[config.mk]
export PLATFORM = sky130hd
export DESIGN_NAME = ssd_scan_ctrl
export DESIGN_NICKNAME = d
export VERILOG_FILES = /design/src/rtl/ssd_scan_ctrl.sv
export SDC_FILE = /design/constraint.sdc
export NUM_CORES = 1
export LEC_CHECK = 0
export BUFFER_PORTS_ARGS = -buffer_cell sky130_fd_sc_hd__buf_2
export CAP_MARGIN = 30
export CORE_ASPECT_RATIO = 0.8
export CORE_MARGIN = 1
export CORE_UTILIZATION = 45
export CTS_BUF_LIST = sky130_fd_sc_hd__clkbuf_4 sky130_fd_sc_hd__clkbuf_8 sky130_fd_sc_hd__clkbuf_16
export CTS_CLUSTER_SIZE = 30
export DETAILED_ROUTE_END_ITERATION = 16
export PLACE_DENSITY = 0.7
export SYNTH_ARGS = -nofsm -noshare
export SYNTH_HDL_FRONTEND = slang
export SYNTH_SLANG_ARGS = --single-unit
[constraint.sdc]
create_clock -name board_clk -period 4.8 [get_ports board_clk]
set_clock_uncertainty 0.2 [all_clocks]
set_input_delay 0.48 -clock board_clk [delete_from_list [all_inputs] [get_ports board_clk]]
set_output_delay 0.48 -clock board_clk [all_outputs]
set_load 0.1 [all_outputs]
[src/rtl/ssd_scan_ctrl.sv]
// Multiplexed N-digit seven-segment scan controller with double-buffered
// frame data, per-digit blink, PWM brightness and tear-free frame updates.
module ssd_scan_ctrl #(
  parameter int unsigned NUM_DIGITS   = 8,
  parameter int unsigned SCAN_DIV     = 18,
  parameter int unsigned BRIGHT_W     = 4,
  parameter int unsigned BLINK_FRAMES = 64
) (
  input  logic                    board_clk,
  input  logic                    reset,
  input  logic [4*NUM_DIGITS-1:0] hex_in,
  input  logic [NUM_DIGITS-1:0]   dp_in,
  input  logic [NUM_DIGITS-1:0]   digit_en,
  input  logic [NUM_DIGITS-1:0]   blink_en,
  input  logic                    load,
  input  logic [BRIGHT_W-1:0]     brightness,
  output logic                    load_ack,
  output logic [NUM_DIGITS-1:0]   an,
  output logic [6:0]              seg,
  output logic                    dp_n,
  output logic                    frame_start
);

  localparam int unsigned IDX_W = (NUM_DIGITS > 1) ? $clog2(NUM_DIGITS) : 1;
  localparam int unsigned FC_W  = (BLINK_FRAMES > 1) ? $clog2(BLINK_FRAMES) : 1;
  localparam int unsigned HEX_W = 4 * NUM_DIGITS;
  localparam logic [IDX_W-1:0] LAST_IDX   = IDX_W'(NUM_DIGITS - 1);
  localparam logic [FC_W-1:0]  LAST_FRAME = FC_W'(BLINK_FRAMES - 1);

  logic [SCAN_DIV-1:0]   prescaler;
  logic [IDX_W-1:0]      idx;
  logic [FC_W-1:0]       frame_cnt;
  logic                  blink_phase;
  logic                  pending;

  logic [HEX_W-1:0]      stg_hex;
  logic [NUM_DIGITS-1:0] stg_dp;
  logic [NUM_DIGITS-1:0] stg_en;
  logic [NUM_DIGITS-1:0] stg_blink;

  logic [HEX_W-1:0]      disp_hex;
  logic [NUM_DIGITS-1:0] disp_dp;
  logic [NUM_DIGITS-1:0] disp_en;
  logic [NUM_DIGITS-1:0] disp_blink;

  logic                  slot_wrap;
  logic                  frame_wrap;
  logic                  transfer;
  logic                  pwm_on;
  logic                  lit;
  logic [3:0]            cur_hex;
  logic                  cur_dp;
  logic                  cur_en;
  logic                  cur_blink;

  // Active-low hex to segment {CA..CG} decode.
  function automatic logic [6:0] decode(input logic [3:0] h);
    logic [6:0] s;
    case (h)
      4'h0:    s = 7'b0000001;
      4'h1:    s = 7'b1001111;
      4'h2:    s = 7'b0010010;
      4'h3:    s = 7'b0000110;
      4'h4:    s = 7'b1001100;
      4'h5:    s = 7'b0100100;
      4'h6:    s = 7'b0100000;
      4'h7:    s = 7'b0001111;
      4'h8:    s = 7'b0000000;
      4'h9:    s = 7'b0000100;
      4'hA:    s = 7'b0001000;
      4'hB:    s = 7'b1100000;
      4'hC:    s = 7'b0110001;
      4'hD:    s = 7'b1000010;
      4'hE:    s = 7'b0110000;
      default: s = 7'b0111000;
    endcase
    return s;
  endfunction

  // A load on the boundary edge itself defers the transfer to the next frame.
  assign slot_wrap  = &prescaler;
  assign frame_wrap = slot_wrap && (idx == LAST_IDX);
  assign transfer   = frame_wrap && pending && !load;
  assign pwm_on     = prescaler[SCAN_DIV-1 -: BRIGHT_W] < brightness;

  // Select the currently scanned digit from the display buffer.
  always_comb begin
    cur_hex   = 4'h0;
    cur_dp    = 1'b0;
    cur_en    = 1'b0;
    cur_blink = 1'b0;
    for (int i = 0; i < NUM_DIGITS; i++) begin
      if (idx == IDX_W'(i)) begin
        cur_hex   = disp_hex[4*i +: 4];
        cur_dp    = disp_dp[i];
        cur_en    = disp_en[i];
        cur_blink = disp_blink[i];
      end
    end
  end

  assign lit = cur_en && !(cur_blink && blink_phase) && pwm_on;

  // Scan timebase: prescaler, digit index, frame counter and blink phase.
  always_ff @(posedge board_clk or posedge reset) begin
    if (reset) begin
      prescaler   <= '0;
      idx         <= '0;
      frame_cnt   <= '0;
      blink_phase <= 1'b0;
    end else begin
      prescaler <= prescaler + SCAN_DIV'(1);
      if (slot_wrap) begin
        idx <= (idx == LAST_IDX) ? '0 : idx + IDX_W'(1);
      end
      if (frame_wrap) begin
        if (frame_cnt == LAST_FRAME) begin
          frame_cnt   <= '0;
          blink_phase <= ~blink_phase;
        end else begin
          frame_cnt <= frame_cnt + FC_W'(1);
        end
      end
    end
  end

  // Staging buffer and pending flag; display buffer updates only at frame boundaries.
  always_ff @(posedge board_clk or posedge reset) begin
    if (reset) begin
      pending    <= 1'b0;
      stg_hex    <= '0;
      stg_dp     <= '0;
      stg_en     <= '0;
      stg_blink  <= '0;
      disp_hex   <= '0;
      disp_dp    <= '0;
      disp_en    <= '0;
      disp_blink <= '0;
    end else begin
      if (load) begin
        stg_hex   <= hex_in;
        stg_dp    <= dp_in;
        stg_en    <= digit_en;
        stg_blink <= blink_en;
        pending   <= 1'b1;
      end else if (transfer) begin
        pending <= 1'b0;
      end
      if (transfer) begin
        disp_hex   <= stg_hex;
        disp_dp    <= stg_dp;
        disp_en    <= stg_en;
        disp_blink <= stg_blink;
      end
    end
  end

  // Registered pin drive and status pulses.
  always_ff @(posedge board_clk or posedge reset) begin
    if (reset) begin
      an          <= '1;
      seg         <= 7'h7F;
      dp_n        <= 1'b1;
      load_ack    <= 1'b0;
      frame_start <= 1'b0;
    end else begin
      load_ack    <= transfer;
      frame_start <= frame_wrap;
      if (lit) begin
        an   <= ~(NUM_DIGITS'(1) << idx);
        seg  <= decode(cur_hex);
        dp_n <= ~cur_dp;
      end else begin
        an   <= '1;
        seg  <= 7'h7F;
        dp_n <= 1'b1;
      end
    end
  end

endmodule

# After elaboration in Yosys (flattened, before gate mapping)

Memory sizes are Yosys's and may differ from the RTL's.
Index checks and enable logic that the tools add are counted.

Register bits after elaboration: 159
Memory bits (read-only): 112
Logic and storage cells: 86
Memories kept: 1

Memories:

| memory          | words | bits a word | read ports | clocked after Yosys merged registers in | write ports | RTL line | RTL |
|---|---|---|---|---|---|---|---|
| (no name shown) | 16    | 7           | 1          | 0                                       | 0           | 59       | `case (h)` |

$add $sub $neg: 3
$lt $le $gt $ge: 1
Equal/unequal tests: 8
Shift operators: 1
Multiplexer cells: 39
Bitwise gates (word level): 3
Reductions and logical operators: 12

Operator list:

| operator                                            | count |
|---|---|
| two-way mux 4 bit                                   | 8 |
| two-way mux 1 bit                                   | 27 |
| adder 18 x 1 -> 18 bit, second input constant       | 1 |
| AND reduction 18 bit                                | 1 |
| equality test 3 bit, second input constant          | 4 |
| two-way mux 8 bit                                   | 1 |
| NOT 8 bit                                           | 1 |
| << shifter 1 x 3 -> 8 bit, first input constant     | 1 |
| two-way mux 7 bit                                   | 1 |
| adder 6 x 1 -> 6 bit, second input constant         | 1 |
| equality test 3 x 2 -> 1 bit, second input constant | 2 |
| equality test 6 bit, second input constant          | 1 |
| logical AND 1 bit                                   | 6 |
| two-way mux 6 bit                                   | 1 |
| < comparator 4 bit                                  | 1 |
| adder 3 x 1 -> 3 bit, second input constant         | 1 |
| equality test 3 x 1 -> 1 bit, second input constant | 1 |
| logical NOT 3 bit                                   | 1 |
| two-way mux 3 bit                                   | 1 |
| logical NOT 1 bit                                   | 2 |
| NOT 1 bit                                           | 2 |
| AND reduction 2 bit                                 | 1 |
| nonzero test 2 bit                                  | 1 |

# Longest topological paths before layout

Gate-level depths: netlist of the first run.

Depth in word-level cells: 14
Gate-level depth with buffers: 14
Depth with buffers taken out: 12

# Worst setup path before layout of the first run

No wires, ideal clock.

Path type: reg2reg
Start: register idx[0]
End: register seg[3]
Arrival: 2.605 ns
Slack: 1.911 ns
Cell stages (with the launch flop): 14
Buffers on the path: 1
Cell sequence: dfrtp_1 > ha_1 > ha_1 > clkbuf_1 > nor2_1 > o21ai_0 > o211ai_1 > o21ai_0 > a2bb2oi_1 > inv_1 > ha_1 > inv_1 > o311ai_0 > a221o_1

Longest elaborated chain between the ends: 14

RTL lines:

| what                                                         | RTL line | RTL |
|---|---|---|
| start: declaration                                           | 31       | `logic [IDX_W-1:0] idx;` |
| start signal: assignment                                     | 114      | `idx <= (idx == LAST_IDX) ? '0 : idx + IDX_W'(1);` |
| branches (longest 13 deep; another with memory (16 x 7 bit)) | n/a      |  |
| two-way mux 7 bit (*)                                        | 169      | `if (lit) begin` |
| end signal: assignment                                       | 171      | `seg <= decode(cur_hex);` |
| end: declaration                                             | 19       | `output logic [6:0] seg,` |

Every way passes the cells marked *.
A chain may end at the register's enable or synchronous reset.

# Final worst setup path of the first run

Start: register idx[2]
End: register seg[3]

The elaborated chain is that of the path after synthesis.

==> impl_metrics.json, run 1 <==
{
  "peakVddDrop_mv": 0.228,
  "clk_latency_ns": 0.42,
  "drtPass1Iterations": 5,
  "fillCellCount": 1249,
  "syn_inst": 541,
  "hpwl_mm": 9.77,
  "clk_pin_slew_ns": 0.06,
  "yosys_most_used_dff": "dfrtp_1",
  "syn_nets": 621,
  "h-tree-depth": 4,
  "post-route-drc-count": 0,
  "ys_types": 51,
  "nNetsFinal": 701,
  "syn_avg_cell_area_um2": 12.9,
  "ys_warn_count": 0,
  "synth_top_family_by_area": "multiplexers",
  "post_drt_wl_per_cell_um": 16.5,
  "top_layer_used": "met4",
  "finalHoldViolCount": 0,
  "routed_wl_mm": 13.9,
  "vias": 4488,
  "coreArea_um2": 15100,
  "io_buffers": 80,
  "synth-compound-area-share": 0.0766,
  "period_minus_slack_ns": 3.76,
  "synth.area.top_cells": "dfrtp_1 51%, mux2_2 15%, dfstp_2 6.0%",
  "report.final.setup_viol": 0,
  "io_pins": 81,
  "dieArea_um2": 16000,
  "overflow": 0,
  "synth_top_area_frac": 0.513,
  "status": "completed",
  "tightest_slew_ns": 0.942,
  "route.met2.wl_mm": 6.49,
  "synthXorXnorAreaFrac": 0.0238,
  "synthMuxAreaShare": 0.187,
  "synth-simple-area-share": 0.0762,
  "die_w_um": 141,
  "cap_violations": 0,
  "via_per_inst": 5.32,
  "synth_seq_cells": 159,
  "wl_met1_mm": 6.44,
  "numCtsBuffers": 17,
  "drt-initial-drc-count": 392,
  "grt_max_degree": 82,
  "crit_type": "reg2reg",
  "start_util": 0.463,
  "routed-wl-met3_um": 768,
  "num_rows": 40,
  "final.setup.tns_ns": 0,
  "grt_pass1_vias": 4595,
  "grt_pass1_wl_mm": 23.2,
  "rsz0062_at_grt": "no",
  "synth_top_area_cell": "dfrtp_1",
  "syn-cell-area_um2": 6980,
  "cts_tree": "built",
  "clock_path_buffers": 2,
  "final_area_um2": 8230,
  "finalCritPeriodShare": 0.784,
  "hp-class": "in2reg",
  "yosysSeqAreaShare": 0.573,
  "worst_setup_path_start_kind": "register",
  "cp_data_arrival_time_ns": 3.91,
  "power_mw": 2.99,
  "fmax_mhz": 266,
  "critPathRequiredTime_ns": 4.94,
  "area_growth_pct": 17.9,
  "synth_edf_count": 0,
  "leakagePower_nw": 3.83,
  "placed_area_um2": 7520,
  "drv_slew": 0,
  "antenna_found_initial": 0,
  "postCtsSetupBuffers": 0,
  "synthAdderAreaFrac": 0.0305,
  "grt_use_total": 0.190,
  "crit_path_end_kind": "register",
  "die_h_um": 113,
  "drtAntennaViolNets": 0,
  "power.density_nw_per_um2": 364,
  "drive_gt1_frac": 0.388,
  "path_max_fanout": 19,
  "slew-limit-headroom": 0.372,
  "cts_root_buf": "clkbuf_16",
  "cts.sinks": 159,
  "gp_congestion": 0.969,
  "insertedDiodeCount": 0,
  "async_flop_share": 1.00
}
[cell type report]
type,count,area (µm²),share of cell area
timing repair buffer,88,503,0.0611
clock buffer,20,460,0.0560
multi-input combinational,337,2750,0.334
inverter,18,71.3,0.00867
sequential,159,4000,0.486
tap,210,263,0.0319
clock inverter,12,183,0.0222
[sequential cells by signal (all words and copies together), names as in the netlist]
register / count
disp_blink: 8
frame_start: 1
an: 8
seg: 7
stg_en: 8
disp_en: 8
pending: 1
dp_n: 1
disp_hex: 32
idx: 3
stg_dp: 8
frame_cnt: 6
disp_dp: 8
stg_blink: 8
stg_hex: 32
prescaler: 18
load_ack: 1
blink_phase: 1
[what timing repair did]
item                                   4_1_cts  5_1_grt
endpoints found under the hold margin        0       12
gates resized for setup                      0        0
hold buffers                                 0        1
[synth_stat cells, types with 4 or more instances]
master / instances
and3_1: 8
dfstp_2: 16
o21ai_0: 24
a221oi_1: 6
inv_1: 18
mux2i_1: 4
dfrtp_1: 143
nand2_1: 41
clkbuf_1: 15
xnor2_1: 13
mux2_2: 96
ha_1: 17
a21o_1: 7
nor2b_1: 5
nand3_1: 18
o221ai_1: 4
mux2_4: 10
o22ai_1: 4
nor2_1: 13
xor2_1: 6
a21oi_1: 21
buf_6: 7
[where the power goes]
part | internal, mW | switching [mW]
combinational | 0.0677 | 0.0551
sequential | 1.39 | 0.0285
clock | 0.908 | 0.547
[cells by family after synthesis]
family	Yosys count
buffers and inverters	45
muxes	113
and+or+nand+nor	106
DFF	159
xor gates and xnor gates	19
adders and majority gates	17
AOI/OAI and AO/OA	82
[critical path: stages (launching register included)]
cell	delay, ns
dfrtp_1	0.68
inv_1	0.25
ha_1	0.39
nor2_1	0.26
o21ai_0	0.13
o211ai_1	0.17
o21ai_0	0.15
a2bb2oi_1	0.46
inv_1	0.19
ha_1	0.24
inv_1	0.09
o311ai_0	0.17
a221o_1	0.31
[path summary, 6_finish.rpt]
| path | slack [ns] | startpoint | end | depth (start not counted) |
|---|---|---|---|---|
| hold reg to reg | 0.26 | prescaler[6]$_DFF_PP0_ | prescaler[6]$_DFF_PP0_ | 1 |
| max in group asynchronous | 3.35 | reset | seg[0]$_DFF_PP1_ | 5 |
| hold / removal | 0.09 | hex_in[7] | stg_hex[7]$_DFFE_PP0P_ | 2 |
| setup / recovery | 1.04 | idx[2]$_DFFE_PP0P_ | seg[3]$_DFF_PP1_ | 12 |
| min in group asynchronous | 0.38 | reset | stg_dp[1]$_DFFE_PP0P_ | 4 |
| setup reg to reg | 1.04 | idx[2]$_DFFE_PP0P_ | seg[3]$_DFF_PP1_ | 12 |
[placed cells by master, fill, tap and decap left out, drive strengths merged, types with 13 or more instances in the layout]
master,synthesis,final
o21ai,24,24
dfstp,16,16
a21oi,21,21
buf,12,87
xnor2,13,13
nand2,42,42
nand3,18,18
ha,17,17
mux2,109,109
inv,18,19
nor2,13,13
dfrtp,143,143
clkbuf,15,20
[layer usage]
| metal | global-route usage | up-vias |
|---|---|---|
| li1 | - | 2079 |
| met1 | 0.257 | 2234 |
| met2 | 0.297 | 149 |
| met3 | 0.0487 | 26 |
| met4 | 0.0696 | 0 |
| met5 | 0 | - |
[through the flow]
step / worst slack [ns] / hold slack, ns / std cells / utilization
3_5_place_dp: 1.19 / 0.256 / 809 / 0.499
2_1_floorplan: 1.91 / 0.231 / 541 / -
5_1_grt: 0.786 / 0.0742 / 844 / 0.546
6_report: 1.04 / 0.0861 / 844 / 0.546
3_3_place_gp: 1.44 / 0.249 / 809 / 0.499
4_1_cts: 1.12 / 0.0679 / 841 / 0.542
Note: power is estimated with default switching activity, not from simulation.
==> inputs of run 2 (changes only) <==
--- a/config.mk
+++ b/config.mk
@@ -13,7 +13,7 @@
 export CTS_BUF_LIST = sky130_fd_sc_hd__clkbuf_4 sky130_fd_sc_hd__clkbuf_8 sky130_fd_sc_hd__clkbuf_16
 export CTS_CLUSTER_SIZE = 30
 export DETAILED_ROUTE_END_ITERATION = 16
-export PLACE_DENSITY = 0.7
+export PLACE_DENSITY = 0.67
 export SYNTH_ARGS = -nofsm -noshare
 export SYNTH_HDL_FRONTEND = slang
 export SYNTH_SLANG_ARGS = --single-unit
==> constraint.sdc (replaced) <==
create_clock -name board_clk -period 3.8 [get_ports board_clk]
set_clock_uncertainty 0.2 [all_clocks]
set_input_delay 0.38 -clock board_clk [delete_from_list [all_inputs] [get_ports board_clk]]
set_output_delay 0.38 -clock board_clk [all_outputs]
set_load 0.1 [all_outputs]
==> impl_metrics.json, run 2 (synthesis gave the netlist of run 1 again) <==
{
  "sequential_cell_area_um2": 4000,
  "die_h_um": 113,
  "drtAntennaViolNets": 0,
  "drv_slew": 0,
  "drt-initial-drc-count": 337,
  "peakVddDrop_mv": 0.273,
  "clock_path_buffers": 2,
  "vias": 4717,
  "grt_use_total": 0.202,
  "power.density_nw_per_um2": 435,
  "fmax_mhz": 293,
  "place_ws_ns": 0.496,
  "drtPass1Iterations": 7,
  "post_drt_wl_per_cell_um": 16.4,
  "cap_violations": 0,
  "via_per_inst": 5.25,
  "cts_root_buf": "clkbuf_16",
  "finalHoldViolCount": 0,
  "fillCellCount": 1225,
  "clk_latency_ns": 0.42,
  "grt_pass1_wl_mm": 24.6,
  "post-route-drc-count": 0,
  "io_buffers": 80,
  "slew-limit-headroom": 0.478,
  "met3_usage": 0.0630,
  "die_w_um": 141,
  "hp-class": "in2reg",
  "power_mw": 3.80,
  "status": "completed",
  "layout_common_cells": "143 x dfrtp_1, 96 x mux2_2, 80 x buf_2, 55 x dlygate4sd3_1, 41 x nand2_1",
  "critPathRequiredTime_ns": 3.94,
  "num_rows": 40,
  "cp_data_arrival_time_ns": 3.55,
  "period_minus_slack_ns": 3.42,
  "overflow": 0,
  "finalCritPeriodShare": 0.899,
  "postCtsSetupBuffers": 0,
  "coreArea_um2": 15100,
  "hpwl_mm": 9.88,
  "worst_setup_path_start_kind": "register",
  "drive_gt1_frac": 0.358,
  "use_met2": 0.312,
  "top_usage_layer": "met2",
  "cts.sinks": 159,
  "clk_pin_slew_ns": 0.06,
  "routed_wl_mm": 14.8,
  "dieArea_um2": 16000,
  "setup_ws_ns": 0.383,
  "h-tree-depth": 4,
  "numCtsBuffers": 17,
  "nNetsFinal": 756,
  "multi_input_area_um2": 2750,
  "dpl.cell_count": 812,
  "grt_max_degree": 84,
  "antenna_found_initial": 0,
  "tightest_slew_ns": 0.783,
  "rsz0062_at_grt": "no",
  "reg_top3": "disp_hex x32, stg_hex x32, prescaler x18",
  "grt_use_met1": 0.274,
  "path_max_fanout": 15,
  "crit_type": "reg2reg",
  "post_layout_nonfiller_instances": 899,
  "gp_congestion": 0.892,
  "io_pins": 81,
  "insertedDiodeCount": 0,
  "leakagePower_nw": 4.05,
  "area_growth_pct": 25.4,
  "grt_pass1_vias": 4857,
  "cts_tree": "built",
  "final.setup.tns_ns": 0,
  "crit_path_end_kind": "register",
  "start_util": 0.463,
  "final_common_cell": "dfrtp_1",
  "report.final.setup_viol": 0
}
==> run 2: cell types whose count changed in the layout (fill, tap and decap cells not counted), sizes merged <==
cell / before / now
inv: 19 / 17
dlygate4sd3: 1 / 55
buf: 87 / 88
clkinv: 3 / 5
==> run 2: worst max-delay path, cell delays in order (launching register included) <==
cell	delay, ns
dfrtp_1	0.40
inv_1	0.13
ha_1	0.47
nor2b_1	0.25
a221oi_1	0.11
o211ai_1	0.20
o21ai_0	0.14
a2bb2oi_1	0.43
inv_1	0.19
ha_1	0.25
inv_1	0.09
o311ai_0	0.15
a221o_1	0.31
==> run 2: through the flow <==
step / hold WS, ns / util / cell area [µm²]
floorplan: 0.231 / - / 6980
global placement: 0.249 / 0.502 / 7560
detailed placement: 0.262 / 0.502 / 7560
CTS: 0.00732 / 0.580 / 8740
global route: 0.00236 / 0.581 / 8750
finish: 0.0149 / 0.581 / 8750
==> run 2: repair_timing <==
item                      CTS  global route
hold buffers               54             1
gates resized for setup     0             0
hold endpoints to repair   86             1
==> run 2: layout make-up <==
cell class	count	area share
timing repair buffer	143	0.117
clock inverter	12	0.0213
tap	210	0.0300
inverter	18	0.00815
sequential	159	0.457
clock buffer	20	0.0519
multi-input combinational	337	0.314
==> run 2: final timing paths <==
kind | startpoint | slack (ns) | endpoint | cells after the start
max reg2reg | idx[0]$_DFFE_PP0P_ | 0.38 | seg[3]$_DFF_PP1_ | 12
max | idx[0]$_DFFE_PP0P_ | 0.38 | seg[3]$_DFF_PP1_ | 12
min | blink_en[2] | 0.01 | stg_blink[2]$_DFFE_PP0P_ | 2
max in group asynchronous | reset | 1.98 | seg[3]$_DFF_PP1_ | 4
min in group asynchronous | reset | 0.43 | stg_dp[4]$_DFFE_PP0P_ | 3
min reg2reg | prescaler[6]$_DFF_PP0_ | 0.27 | prescaler[6]$_DFF_PP0_ | 1
==> run 2: layer usage <==
| metal | up-vias | share of wire |
|---|---|---|
| li1 | 2200 | - |
| met1 | 2367 | 0.47 |
| met2 | 130 | 0.47 |
| met3 | 20 | 0.049 |
| met4 | 0 | 0.014 |
| met5 | - | 0 |
==> run 2: power by group <==
group | internal [mW] | total [mW] | switching [mW]
Combinational | 0.117 | 0.193 | 0.0760
Clock | 1.14 | 1.82 | 0.684
Sequential | 1.75 | 1.79 | 0.0370
Total | 3.01 | 3.80 | 0.797
